===== config.mk =====
export PLATFORM = sky130hd
export DESIGN_NAME = i2c_rx_byte_buffer
export DESIGN_NICKNAME = d
export VERILOG_FILES = /design/src/rtl/i2c_rx_byte_buffer.sv
export SDC_FILE = /design/constraint.sdc
export NUM_CORES = 1
export LEC_CHECK = 0
export CAP_MARGIN = 10
export CORE_UTILIZATION = 44
export DETAILED_ROUTE_END_ITERATION = 16
export GPL_ROUTABILITY_DRIVEN = 1
export PLACE_DENSITY = 0.76
export SYNTH_ARGS = -nofsm -noshare
export SYNTH_HDL_FRONTEND = slang
export SYNTH_SLANG_ARGS = --single-unit

===== constraint.sdc =====
create_clock -name CLK -period 1.8 [get_ports CLK]
set_input_delay 0.54 -clock CLK [delete_from_list [all_inputs] [get_ports CLK]]
set_output_delay 0.54 -clock CLK [all_outputs]
set_load 0.02 [all_outputs]

===== src/rtl/i2c_rx_byte_buffer.sv =====
// ----------------------------------------------------------------------------
// i2c_rx_byte_buffer
//
// I2C receive deserializer and byte buffer. SDA is synchronised (and optionally
// glitch-filtered), then shifted in MSB-first on qualified SHIFT_IN pulses. The
// 8th bit of each byte writes the byte into the next free buffer slot at the
// same clock edge. Up to MAX_BYTES bytes are kept in arrival order. Once the
// buffer is full, further completed bytes are dropped and flagged by a sticky
// OVERFLOW.
//
// Optional feature macro: I2C_RX_GLITCH_FILTER_EN
//   defined   : sda_f follows the synced SDA only after FILTER_LEN consecutive
//               differing cycles (pad-to-sda_f latency 2 + FILTER_LEN)
//   undefined : sda_f is the synchronizer output (latency 2)
//
// Ports
//   CLK           system clock
//   RST           synchronous reset, active high
//   CLK_EN        bit-rate enable, qualifies SHIFT_IN and BIT_RST
//   SHIFT_IN      shift filtered SDA into the shift register
//   BIT_RST       realign bit counter and clear shifter (START / repeated START)
//   CLEAR         clear buffer, count, overflow and shifter (not gated by CLK_EN)
//   SDA_IN        raw SDA from the pad
//   I2C_DATA_REC  byte k at [8k+7:8k], byte 0 received first
//   BYTE_CNT      number of stored bytes (saturates at MAX_BYTES)
//   BYTE_STB      one-cycle pulse after a byte is written
//   PARTIAL       a byte is in progress (bit counter != 0)
//   OVERFLOW      sticky: a byte completed while the buffer was full
// ----------------------------------------------------------------------------
module i2c_rx_byte_buffer #(
    parameter  int unsigned MAX_BYTES  = 31,
    parameter  int unsigned FILTER_LEN = 3,
    localparam int unsigned CNT_W      = $clog2(MAX_BYTES + 1)
) (
    input  logic                   CLK,
    input  logic                   RST,
    input  logic                   CLK_EN,
    input  logic                   SHIFT_IN,
    input  logic                   BIT_RST,
    input  logic                   CLEAR,
    input  logic                   SDA_IN,
    output logic [8*MAX_BYTES-1:0] I2C_DATA_REC,
    output logic [CNT_W-1:0]       BYTE_CNT,
    output logic                   BYTE_STB,
    output logic                   PARTIAL,
    output logic                   OVERFLOW
);

    if (MAX_BYTES < 1 || MAX_BYTES > 64) begin : g_bad_max_bytes
        $error("MAX_BYTES must be in 1..64");
    end
    if (FILTER_LEN < 1 || FILTER_LEN > 15) begin : g_bad_filter_len
        $error("FILTER_LEN must be in 1..15");
    end

    typedef enum logic [1:0] {
        StEmpty,
        StRecv,
        StFull
    } state_e;

    // ------------------------------------------------------------------
    // SDA synchronizer and optional glitch filter
    // ------------------------------------------------------------------
    logic [1:0] sda_sync_q, sda_sync_d;
    logic       sda_f;

    assign sda_sync_d = {sda_sync_q[0], SDA_IN};

    always_ff @(posedge CLK) begin
        if (RST) begin
            sda_sync_q <= 2'b11;
        end else begin
            sda_sync_q <= sda_sync_d;
        end
    end

`ifdef I2C_RX_GLITCH_FILTER_EN
    logic       sda_f_q, sda_f_d;
    logic [3:0] flt_cnt_q, flt_cnt_d;

    // Count consecutive cycles the synced value disagrees with sda_f; any
    // agreement restarts the count, so short pulses never propagate.
    always_comb begin
        sda_f_d   = sda_f_q;
        flt_cnt_d = 4'd0;
        if (sda_sync_q[1] != sda_f_q) begin
            if (flt_cnt_q == 4'(FILTER_LEN - 1)) begin
                sda_f_d = sda_sync_q[1];
            end else begin
                flt_cnt_d = flt_cnt_q + 4'd1;
            end
        end
    end

    always_ff @(posedge CLK) begin
        if (RST) begin
            sda_f_q   <= 1'b1;
            flt_cnt_q <= 4'd0;
        end else begin
            sda_f_q   <= sda_f_d;
            flt_cnt_q <= flt_cnt_d;
        end
    end

    assign sda_f = sda_f_q;
`else
    assign sda_f = sda_sync_q[1];
`endif

    // ------------------------------------------------------------------
    // Shifter, bit counter, buffer and fill-state FSM
    // ------------------------------------------------------------------
    state_e                 state_q, state_d;
    // Only 7 bits are kept: the 8th bit goes straight into the buffer.
    logic [6:0]             shreg_q, shreg_d;
    logic [2:0]             bit_cnt_q, bit_cnt_d;
    logic [8*MAX_BYTES-1:0] data_q, data_d;
    logic [CNT_W-1:0]       cnt_q, cnt_d;
    logic                   stb_q, stb_d;
    logic                   ovf_q, ovf_d;
    logic [7:0]             byte_w;

    assign byte_w = {shreg_q, sda_f};

    always_comb begin
        state_d   = state_q;
        shreg_d   = shreg_q;
        bit_cnt_d = bit_cnt_q;
        data_d    = data_q;
        cnt_d     = cnt_q;
        stb_d     = 1'b0;
        ovf_d     = ovf_q;

        if (CLEAR) begin
            // A byte completing on this edge is intentionally lost.
            state_d   = StEmpty;
            shreg_d   = '0;
            bit_cnt_d = '0;
            data_d    = '0;
            cnt_d     = '0;
            ovf_d     = 1'b0;
        end else if (CLK_EN && BIT_RST) begin
            shreg_d   = '0;
            bit_cnt_d = '0;
        end else if (CLK_EN && SHIFT_IN) begin
            shreg_d   = byte_w[6:0];
            bit_cnt_d = bit_cnt_q + 3'd1;
            if (bit_cnt_q == 3'd7) begin
                if (state_q == StFull) begin
                    ovf_d = 1'b1;
                end else begin
                    for (int k = 0; k < int'(MAX_BYTES); k++) begin
                        if (cnt_q == CNT_W'(k)) begin
                            data_d[8*k +: 8] = byte_w;
                        end
                    end
                    cnt_d   = cnt_q + 1'b1;
                    stb_d   = 1'b1;
                    state_d = (cnt_q == CNT_W'(MAX_BYTES - 1)) ? StFull : StRecv;
                end
            end
        end
    end

    always_ff @(posedge CLK) begin
        if (RST) begin
            state_q   <= StEmpty;
            shreg_q   <= '0;
            bit_cnt_q <= '0;
            data_q    <= '0;
            cnt_q     <= '0;
            stb_q     <= 1'b0;
            ovf_q     <= 1'b0;
        end else begin
            state_q   <= state_d;
            shreg_q   <= shreg_d;
            bit_cnt_q <= bit_cnt_d;
            data_q    <= data_d;
            cnt_q     <= cnt_d;
            stb_q     <= stb_d;
            ovf_q     <= ovf_d;
        end
    end

    assign I2C_DATA_REC = data_q;
    assign BYTE_CNT     = cnt_q;
    assign BYTE_STB     = stb_q;
    assign PARTIAL      = (bit_cnt_q != 3'd0);
    assign OVERFLOW     = ovf_q;

endmodule

Yosys cells after proc, flatten, opt, wreduce, memory -nomap -nowiden
Cells that the tools add are included.
{"block": "word_totals", "reg_bits": 269, "wordCells": 118, "inputBits": 7}
{"block": "op_classes", "n_mux": 2, "n_bitwise": 4, "n_addsub": 2, "n_reduce_logical": 40, "n_eq_ne": 32}
{"cell": "AND reduction 5 bit", "n": 31}
{"cell": "equality test 5 bit, second input constant", "n": 15}
{"cell": "equality test 5 x 4 -> 1 bit, second input constant", "n": 8}
{"cell": "equality test 5 x 3 -> 1 bit, second input constant", "n": 4}
{"cell": "equality test 5 x 2 -> 1 bit, second input constant", "n": 2}
{"cell": "AND reduction 4 bit", "n": 2}
{"cell": "adder 5 x 1 -> 5 bit, second input constant", "n": 1}
{"cell": "equality test 5 x 1 -> 1 bit, second input constant", "n": 1}
{"cell": "zero test 5 bit", "n": 1}
{"cell": "OR reduction 5 bit", "n": 1}
{"cell": "NOT 1 bit", "n": 4}
{"cell": "adder 3 x 1 -> 3 bit, second input constant", "n": 1}
{"cell": "equality test 3 bit, second input constant", "n": 1}
{"cell": "nonzero test 3 bit", "n": 1}
{"cell": "OR reduction 3 bit", "n": 1}
{"cell": "equality test 2 bit, second input constant", "n": 1}
{"cell": "logical AND 1 bit", "n": 2}
{"cell": "2-to-1 mux 2 bit", "n": 1}
{"cell": "OR reduction 2 bit", "n": 1}
{"cell": "2-to-1 mux 1 bit", "n": 1}

Logic depth before layout (Yosys ltp)
Gate-level depths: netlist of the first run.
{"block": "logic_depth", "ltp_word": 3, "depth_mapped": 7, "depth_no_buf": 5}

Least setup slack after synthesis of the first run
OpenSTA, ideal clock, no wires.
{"block": "synth_timing", "path_kind": "flip-flop to flip-flop", "startpoint": "register cnt_q[1] (netlist: BYTE_CNT[1])", "endpoint": "register data_q[92] (netlist: I2C_DATA_REC[92])", "path_buffers": 0, "arrival_ps": 1592, "path_stages_with_launch": 5, "path_slack_ps": 76, "synth_period_minus_slack_ps": 1724, "setup_time_ps": 132, "required_ps": 1668, "path_cell_list": "dfxtp_1 > ha_1 > nor2b_1 > nand4_4 > mux2i_1"}
{"block": "synth_via", "elab_chain_cells": 2}
{"element": "from (decl)", "line_no": "119", "rtl": "logic [CNT_W-1:0] cnt_q, cnt_d;"}
{"element": "from (signal assigned)", "line_no": "180", "rtl": "cnt_q <= cnt_d;"}
{"element": "equality test 5 x 4 -> 1 bit", "line_no": "154", "rtl": "if (cnt_q == CNT_W'(k)) begin"}
{"element": "AND reduction 5 bit (no source line)"}
{"element": "to (signal assigned)", "line_no": "179", "rtl": "data_q <= data_d;"}
{"element": "to (decl)", "line_no": "118", "rtl": "logic [8*MAX_BYTES-1:0] data_q, data_d;"}
No other way between the ends.
A chain may end at the register's enable or synchronous reset.

Worst setup path in the final report of the first run
{"block": "layout_timing", "startpoint": "register bit_cnt_q[0]", "endpoint": "output PARTIAL"}
{"block": "layout_via", "elab_chain_cells": 1}
{"element": "from (decl)", "line_no": "117", "rtl": "logic [2:0] bit_cnt_q, bit_cnt_d;"}
{"element": "from (signal assigned)", "line_no": "178", "rtl": "bit_cnt_q <= bit_cnt_d;"}
{"element": "nonzero test 3 bit", "line_no": "189", "rtl": "assign PARTIAL = (bit_cnt_q != 3'd0);"}
{"element": "to (decl)", "line_no": "45", "rtl": "output logic PARTIAL,"}
No other way between the ends.

==> flow_summary_export.csv, run 1 <==
group,metric,value,unit
setup_path,cp_top_family,"flip-flops",
floorplan,die_h,156,microns
hold_path,hold_path_depth,1,
synth,yosys.area.top_type,"dfxtp_1",
setup_path,crit_required,1.26,ns
synth,synth_most_common_cell,"nand2_1",
layout,final_util,0.637,
setup_path,r2r-end,"I2C_DATA_REC[147]",
placement,gp_congestion,0.826,
sta,grt_setup_unrepaired,"yes",
grt,grt_pass1_wl,45000,microns
layout,register_area,5400,sq um
sta,period_share,1.01,
power,vdd_drop_max,0.669,mV
status,violations,"negative setup slack",
floorplan,pin_count,263,
power,leakagePower,7.63,nW
synth,synthArstFlopShare,0,
synth,synth.net_count,987,
run,timing.max_cap.violations,0,
grt,gr-usage-all-layers,0.237,
power,p_per_area,842,nW/um^2
synth,yosysSeqAreaShare,0.516,
sta,clock_skew,0.00602,ns
sta,clock.fmax,552,MHz
placement,dp.cells,1535,
sta,slew_headroom,0.650,
synth,syn_avg_cell_area,10.7,sq um
floorplan,dieArea,24300,sq um
placement,port_buffers,262,
clock_tree,clock_latency,0.53,ns
layout,areaGrowthSynthToFinish,39.9,%
layout,fillers,1901,
routing,first_pass_iters,4,
power,power,12.3,mW
setup_path,end_kind,"output port",
synth,syn_area,10400,sq um
synth,postSynthCellCount,972,
routing,drc,0,
layout,antenna_cells,0,
clock_tree,cts.sinks,269,
floorplan,start_util,0.455,
hold_path,hold_class,"flip-flop to flip-flop",
setup_path,worstPathCellList,"inv_2 > ha_4 > nand2b_4 > buf_6",
setup_path,critPathKind,"flip-flop to output port",
floorplan,die_w,156,microns
routing,post_drt_wl_per_cell,18.4,microns
layout,layout.nets,1268,
synth,ys_ff_latch,269,
synth,synth_cell_types,38,
layout,final_cell_area,14600,sq um
synth,yosysWarnings,0,
synth,synth-edff-count,0,
hold_path,min_to,"sda_sync_q[1]",
grt,grt_max_degree,55,
setup_path,crit_arrival,1.27,ns
placement,dp_hpwl,20500,microns
clock_tree,cts_root_buffer,"clkbuf_16",
layout,final_cells,1587,
placement,place_area,13800,sq um
setup_path,cpMaxStageDelayCell,"dfxtp_4",
sta,maxSlewViolCount,0,
grt,antenna_found_initial,0,
layout,drive_gt1_frac,0.145,
routing,via_per_inst,4.97,
sta,final_hold_viol_count,0,
sta,period_minus_slack,1.81,ns
setup_path,worstSetupStartpointType,"flip-flop",
synth,yosys-top-cells-count,"nand2_1, dfxtp_1, mux2i_1, clkbuf_1, nand4_4",
clock_tree,cts_max_level,1,
floorplan,row_count,55,
routing,num_vias,7881,
sta,fin_setup_tns,-0.0129,ns
status,outcome,"complete, but fails checks",
routing,drt_iter0_markers,347,
grt,grt_pass1_vias,7880,
clock_tree,cts_tree,"yes",
setup_path,r2r_slack,0.09,ns
synth,synth_area_leaders,"dfxtp_1, mux2i_1, nand2_1, nand4_4, clkbuf_1",
setup_path,slowest_delay,0.37,ns
floorplan,core,22900,sq um
clock_tree,clk_pin_slew_worst_paths,0.06,ns
grt,grt_overflow,0,
synth,yosysTopAreaCellShare,0.516,
setup_path,reg2regPathDepth,6,
sta,worstMarginPinSlew,0.523,ns
clock_tree,numCtsBuffers,28,
layout,multiInputGateArea,4720,sq um
synth,synth_flop_cell,"dfxtp_1",
setup_path,path_buf_inv,2,
clock_tree,cts_buffer_depth,3,
hold_path,min-delay-start,"sda_sync_q[0]",
setup_path,r2r-start,"bit_cnt_q[0]",
sta,finalWorstSetupSlack,-0.0129,ns
setup_path,critPathMaxFanout,3,
sta,setup_violations,1,
routing,drt-total-wl,29300,microns
routing,detail-route-antenna-nets,0,
layout make-up:
cell class / instances / share of cell area
sequential: 269 / 0.370
timing repair buffer: 326 / 0.212
clock inverter: 11 / 0.0109
clock buffer: 40 / 0.0559
tap: 313 / 0.0268
multi-input combinational: 622 / 0.323
inverter: 6 / 0.00154
per-layer routing:
layer / global-route usage / part of all wire / up-vias
met5: 0 / 0 / -
met3: 0.0536 / 0.069 / 40
li1: - / - / 3824
met2: 0.398 / 0.47 / 248
met1: 0.308 / 0.45 / 3769
met4: 0.0598 / 0.018 / 0
registers in the layout, summed over array words and instances (netlist names):
register / count
BYTE_STB: 1
sda_sync_q: 2
shreg_q: 7
state_q: 2
OVERFLOW: 1
I2C_DATA_REC: 248
bit_cnt_q: 3
BYTE_CNT: 5
per-stage QoR:
step                setup WS (ns)  hold slack (ns)
global route              -0.0512            0.421
floorplan                  0.0756            0.389
detailed placement         -0.423            0.398
CTS                       -0.0667            0.413
finish                    -0.0129            0.408
global placement           -0.407            0.395
cell usage in the layout (no fill, tap or decap), types with 3 or more instances in the layout:
cell	instances
a21oi_1	12
and2_1	3
buf_12	20
buf_4	43
bufinv_16	4
clkbuf_1	6
clkbuf_16	29
clkbuf_2	7
clkbuf_8	5
clkdlybuf4s15_1	58
clkdlybuf4s15_2	8
clkdlybuf4s50_1	6
clkinv_2	6
dfxtp_1	264
dfxtp_4	3
dlygate4sd2_1	179
ha_1	5
ha_4	3
inv_1	4
mux2i_1	250
nand2_1	278
nand4_1	4
nand4_4	28
o31ai_1	4
or2_2	3
cell families after synthesis:
kind of cell	count (synthesis)	share of synthesized area
compound gates	19	0.0109
mux	250	0.240
xor+xnor	1	0.000839
buf+inv	81	0.0402
fa+ha+maj	8	0.00959
simple gates	344	0.183
flops	269	0.516
repair_timing:
item	CTS	global route
gates resized for setup	304	77
pin swaps	6	2
setup buffers	1	0
gates cloned	0	0
endpoints found under the hold margin	0	0
setup endpoints to repair	406	152
hold buffers	0	0
how the worst max path moves through the flow:
stage                             from                end  slack (ns)  depth (start not counted)
after floorplan            BYTE_CNT[1]   I2C_DATA_REC[92]        0.08                          4
after global placement         BIT_RST   I2C_DATA_REC[11]       -0.41                          6
after detailed placement       BIT_RST  I2C_DATA_REC[193]       -0.42                          5
after CTS                 bit_cnt_q[0]            PARTIAL       -0.07                          4
after global routing      bit_cnt_q[1]            PARTIAL       -0.05                          4
final                     bit_cnt_q[0]            PARTIAL       -0.01                          4
power breakdown:
group | internal [mW] | switching (mW) | total (mW)
combinational | 0.102 | 0.185 | 0.286
clock | 3.72 | 2.34 | 6.05
sequential | 5.95 | 0.00227 | 5.95
(Power assumes the default switching activity.)
==> run 2, diff against run 1 <==
Settings changed: CAP_MARGIN 10 to not set, CTS_CLUSTER_DIAMETER set to 40, REMOVE_ABC_BUFFERS set to 1.
==> flow_summary_export.csv, run 2 (same netlist as run 1, synthesis figures left out) <==
group,metric,value,unit
floorplan,dieArea,24300,sq um
placement,dp_hpwl,18700,microns
routing,drt_iter0_markers,396,
routing,drc,0,
setup_path,r2r-start,"bit_cnt_q[0]",
routing,detail-route-antenna-nets,0,
grt,use_met3,0.0703,
sta,clock_skew,0.0263,ns
clock_tree,cts.sinks,269,
sta,worstMarginPinSlew,0.508,ns
floorplan,die_h,156,microns
sta,setup_violations,0,
placement,gp_congestion,0.834,
routing,via_per_inst,5.04,
power,leakagePower,7.96,nW
setup_path,critPathKind,"flip-flop to output port",
placement,port_buffers,262,
sta,final_hold_viol_count,0,
setup_path,end_kind,"output port",
layout,largest_reg_flops,248,
floorplan,core,22900,sq um
clock_tree,cts_buffer_depth,3,
grt,gr-usage-all-layers,0.236,
setup_path,r2r-end,"I2C_DATA_REC[146]",
clock_tree,cts_hold_buf,0,
clock_tree,clk_pin_slew_worst_paths,0.06,ns
sta,clock.fmax,557,MHz
power,p_per_area,943,nW/um^2
sta,period_minus_slack,1.80,ns
setup_path,critPathMaxFanout,3,
grt,grt_pass1_vias,7965,
sta,maxSlewViolCount,0,
sta,slew_headroom,0.660,
run,timing.max_cap.violations,0,
setup_path,crit_required,1.26,ns
status,outcome,"finished clean",
clock_tree,clock_latency,0.53,ns
floorplan,start_util,0.455,
power,vdd_drop_max,0.728,mV
setup_path,r2r_slack,0.04,ns
setup_path,reg2regPathDepth,6,
grt,grt.busiest_layer,"met2",
floorplan,die_w,156,microns
clock_tree,cts_tree,"yes",
setup_path,crit_arrival,1.26,ns
layout,final_cell_area,15000,sq um
layout,layout_commonest_cell,"nand2_1",
setup_path,endpoint,"PARTIAL",
floorplan,row_count,55,
layout,layout.nets,1278,
sta,period_share,0.998,
layout,mostFrequentLayoutCells,"nand2_1, dfxtp_1, mux2i_1, dlygate4sd2_1, buf_4",
hold_path,hold_class,"flip-flop to flip-flop",
grt,met2_usage,0.411,
grt,grt_pass1_wl,44700,microns
sta,fin_setup_tns,0,ns
routing,num_vias,8084,
grt,met1_usage,0.280,
floorplan,pin_count,263,
layout,final_util,0.655,
setup_path,worstSetupStartpointType,"flip-flop",
routing,first_pass_iters,4,
grt,grt_overflow,0,
setup_path,startpoint,"bit_cnt_q[0]",
routing,post_drt_wl_per_cell,18.1,microns
layout,areaGrowthSynthToFinish,43.8,%
layout,antenna_cells,0,
clock_tree,numCtsBuffers,38,
layout,drive_gt1_frac,0.149,
sta,grt_setup_unrepaired,"yes",
grt,antenna_found_initial,0,
grt,grt_max_degree,68,
placement,place_area,13800,sq um
routing,drt-total-wl,29100,microns
clock_tree,cts_root_buffer,"clkbuf_16",
clock_tree,cts_max_level,2,
run 2: changes by cell type in the layout (fill, tap and decap cells not counted), sizes merged:
cell / previous run / this run
dlygate4sd2: 179 / 213
clkdlybuf4s15: 66 / 38
inv: 6 / 17
clkinvlp: 0 / 5
clkinv: 7 / 3
bufinv: 4 / 6
clkbuf: 48 / 46
run 2: per-stage QoR:
step	std cells	setup slack [ns]	hold WS, ns	total power, mW
after floorplan	897	-6.07	0.389	6.21
after global placement	1534	-0.343	0.398	6.37
after detailed placement	1534	-0.397	0.402	6.37
after CTS	1603	-0.0823	0.415	14.3
after global routing	1605	-0.0448	0.439	14.6
final	1605	0.00398	0.422	14.2
run 2: final cells by class:
cell class,count,area [sq um]
clock buffer,44,1010
tap,313,392
multi-input combinational,622,4710
fill,1904,7900
inverter,6,22.5
clock inverter,25,349
sequential,269,5390
timing repair buffer,326,3130
run 2: layer usage:
layer | up-vias | wire, microns | share of wire
met1 | 3930 | 12000 | 0.41
met5 | - | 0 | 0
met4 | 0 | 519 | 0.018
li1 | 3876 | - | -
met2 | 237 | 14300 | 0.49
met3 | 41 | 2250 | 0.077
run 2: how the worst min path moves through the flow:
stage	startpoint	end	cells after the start
2_1_floorplan	sda_sync_q[0]	sda_sync_q[1]	1
3_3_place_gp	sda_sync_q[0]	sda_sync_q[1]	1
3_5_place_dp	sda_sync_q[0]	sda_sync_q[1]	1
4_1_cts	sda_sync_q[0]	sda_sync_q[1]	1
5_1_grt	sda_sync_q[0]	sda_sync_q[1]	1
6_report	sda_sync_q[0]	sda_sync_q[1]	1
run 2: report_power, final:
group | internal (mW) | switching, mW | leakage (nW) | total (mW)
combinational | 0.103 | 0.182 | 5.14 | 0.285
sequential | 5.96 | 0.00210 | 2.17 | 5.96
clock | 5.00 | 2.91 | 0.653 | 7.91
run 2: worst max-delay path: stages (launching register included):
cell,delay (ns)
dfxtp_2,0.35
inv_2,0.05
ha_4,0.16
nand2b_4,0.07
buf_6,0.11
run 2: what timing repair did:
item	in CTS	in global routing
pin swaps	2	1
endpoints found under the setup margin	377	88
gates resized for setup	279	49
setup buffers	0	2
==> run 3, diff against run 2 <==
Settings changed: PLACE_DENSITY 0.76 to 0.82.
==> flow_summary_export.csv, run 3 (same netlist as run 1, synthesis figures left out) <==
group,metric,value,unit
power,combPwrFrac,0.019,
power,clkPwrFrac,0.564,
floorplan,row_count,55,
layout,antenna_cells,0,
power,leakagePower,8.03,nW
setup_path,crit_required,1.26,ns
clock_tree,cts.sinks,269,
setup_path,critPathKind,"flip-flop to output port",
placement,dp.cells,1529,
grt,grt_pass1_wl,45200,microns
placement,dp_hpwl,19200,microns
clock_tree,cts_buffer_depth,3,
floorplan,start_util,0.455,
layout,largest_reg_flops,248,
clock_tree,cts_root_buffer,"clkbuf_16",
sta,fin_setup_tns,0,ns
sta,slew_headroom,0.689,
routing,drc,0,
clock_tree,clock_latency,0.52,ns
clock_tree,numCtsBuffers,41,
sta,period_minus_slack,1.78,ns
floorplan,dieArea,24300,sq um
setup_path,end_kind,"output port",
layout,drive_gt1_frac,0.147,
grt,grt_max_degree,67,
sta,setup_violations,0,
clock_tree,cts_tree,"yes",
grt,met1_usage,0.279,
clock_tree,cts_max_level,2,
sta,worstMarginPinSlew,0.467,ns
setup_path,crit_arrival,1.24,ns
layout,areaGrowthSynthToFinish,43.4,%
sta,grt_setup_unrepaired,"yes",
setup_path,r2r_slack,0.06,ns
setup_path,reg2regPathDepth,6,
power,p_int,11.2,mW
sta,final_hold_viol_count,0,
power,power_frac_seq,0.417,
layout,final_util,0.653,
run,timing.max_cap.violations,0,
routing,drt_iter0_markers,271,
routing,detail-route-antenna-nets,0,
hold_path,hold_class,"flip-flop to flip-flop",
placement,place_area,13800,sq um
grt,grt_overflow,0,
grt,met2_usage,0.407,
grt,grt.busiest_layer,"met2",
routing,post_drt_wl_per_cell,18.1,microns
setup_path,r2r-end,"I2C_DATA_REC[19]",
layout,mostFrequentLayoutCells,"nand2_1, dfxtp_1, mux2i_1, dlygate4sd2_1, clkbuf_16",
grt,use_met3,0.0744,
sta,clock_skew,0.0169,ns
power,power,14.3,mW
power,p_per_area,956,nW/um^2
clock_tree,clk_pin_slew_worst_paths,0.05,ns
power,p_sw_frac,0.219,
routing,drt-total-wl,29000,microns
floorplan,pin_count,263,
setup_path,critPathMaxFanout,3,
hold_path,min_to,"sda_sync_q[1]",
power,vdd_drop_max,0.741,mV
routing,first_pass_iters,4,
placement,gp_congestion,0.880,
layout,final_cells,1604,
hold_path,hold_path_depth,1,
floorplan,core,22900,sq um
layout,layout.nets,1276,
grt,antenna_found_initial,0,
status,outcome,"finished clean",
layout,layout_commonest_cell,"nand2_1",
setup_path,worstSetupStartpointType,"flip-flop",
routing,num_vias,8028,
grt,gr-usage-all-layers,0.239,
placement,port_buffers,262,
setup_path,r2r-start,"bit_cnt_q[0]",
floorplan,die_h,156,microns
grt,grt_pass1_vias,8252,
layout,final_cell_area,15000,sq um
floorplan,die_w,156,microns
routing,via_per_inst,5.00,
sta,maxSlewViolCount,0,
sta,period_share,0.988,
sta,clock.fmax,562,MHz
hold_path,min-delay-start,"sda_sync_q[0]",
power,switchingPower,3.13,mW
-- run 3: cell count changes in the layout (fill, tap and decap cells not counted), moves of 2 or more --
cell             previous run  this run
buf_12                     25        22
buf_4                      39        37
bufinv_16                   6         4
clkbuf_16                  38        43
clkdlybuf4s15_1            37        20
clkinv_2                    1         5
clkinv_4                    1         3
clkinvlp_4                  5         2
dlygate4sd2_1             213       230
nor2b_1                     2         4
-- run 3: final cells by class --
| class | instances | area, sq um |
|---|---|---|
| Clock buffer | 47 | 1120 |
| Clock inverter | 26 | 299 |
| Fill cell | 1865 | 7950 |
| Inverter | 6 | 22.5 |
| Multi-Input combinational cell | 622 | 4700 |
| Sequential cell | 269 | 5390 |
| Tap cell | 313 | 392 |
| Timing Repair Buffer | 321 | 3040 |
-- run 3: worst max-delay path, stage by stage (launching register included) --
cell,delay (ns)
dfxtp_2,0.35
inv_2,0.05
ha_4,0.15
nand2b_4,0.06
buf_6,0.11
-- run 3: per-layer routing --
layer | vias up | part of all wire
li1 | 3870 | -
met4 | 0 | 0.026
met5 | - | 0
met3 | 54 | 0.079
met1 | 3845 | 0.41
met2 | 259 | 0.48
-- run 3: what timing repair did --
item,in CTS,in global routing
hold buffers,0,0
gates resized for setup,277,29
buffers inserted,0,2
setup endpoints to repair,487,80
pin swaps,4,5
endpoints found under the hold margin,0,0
-- run 3: power by group through the flow --
stage	Clock (mW)	Combinational, mW	Sequential, mW
after floorplan	0	0.117	6.09
after global placement	0	0.267	6.09
after detailed placement	0	0.267	6.09
after CTS	8.23	0.268	5.96
after global routing	8.52	0.290	5.96
final	8.08	0.271	5.96
-- run 3: worst max-delay path by stage --
stage | from | cells after the start | endpoint
final | bit_cnt_q[0] | 4 | PARTIAL
after global routing | bit_cnt_q[0] | 6 | I2C_DATA_REC[19]
after CTS | bit_cnt_q[0] | 4 | PARTIAL
after detailed placement | BIT_RST | 5 | I2C_DATA_REC[37]
after global placement | BIT_RST | 5 | I2C_DATA_REC[66]
after floorplan | CLEAR | 3 | I2C_DATA_REC[144]
-- run 3: per-stage QoR --
| step | setup slack (ns) | hold slack [ns] |
|---|---|---|
| after floorplan | -6.07 | 0.389 |
| after global placement | -0.341 | 0.396 |
| after detailed placement | -0.364 | 0.396 |
| after CTS | -0.0463 | 0.401 |
| after global routing | -0.0332 | 0.416 |
| final | 0.0212 | 0.404 |
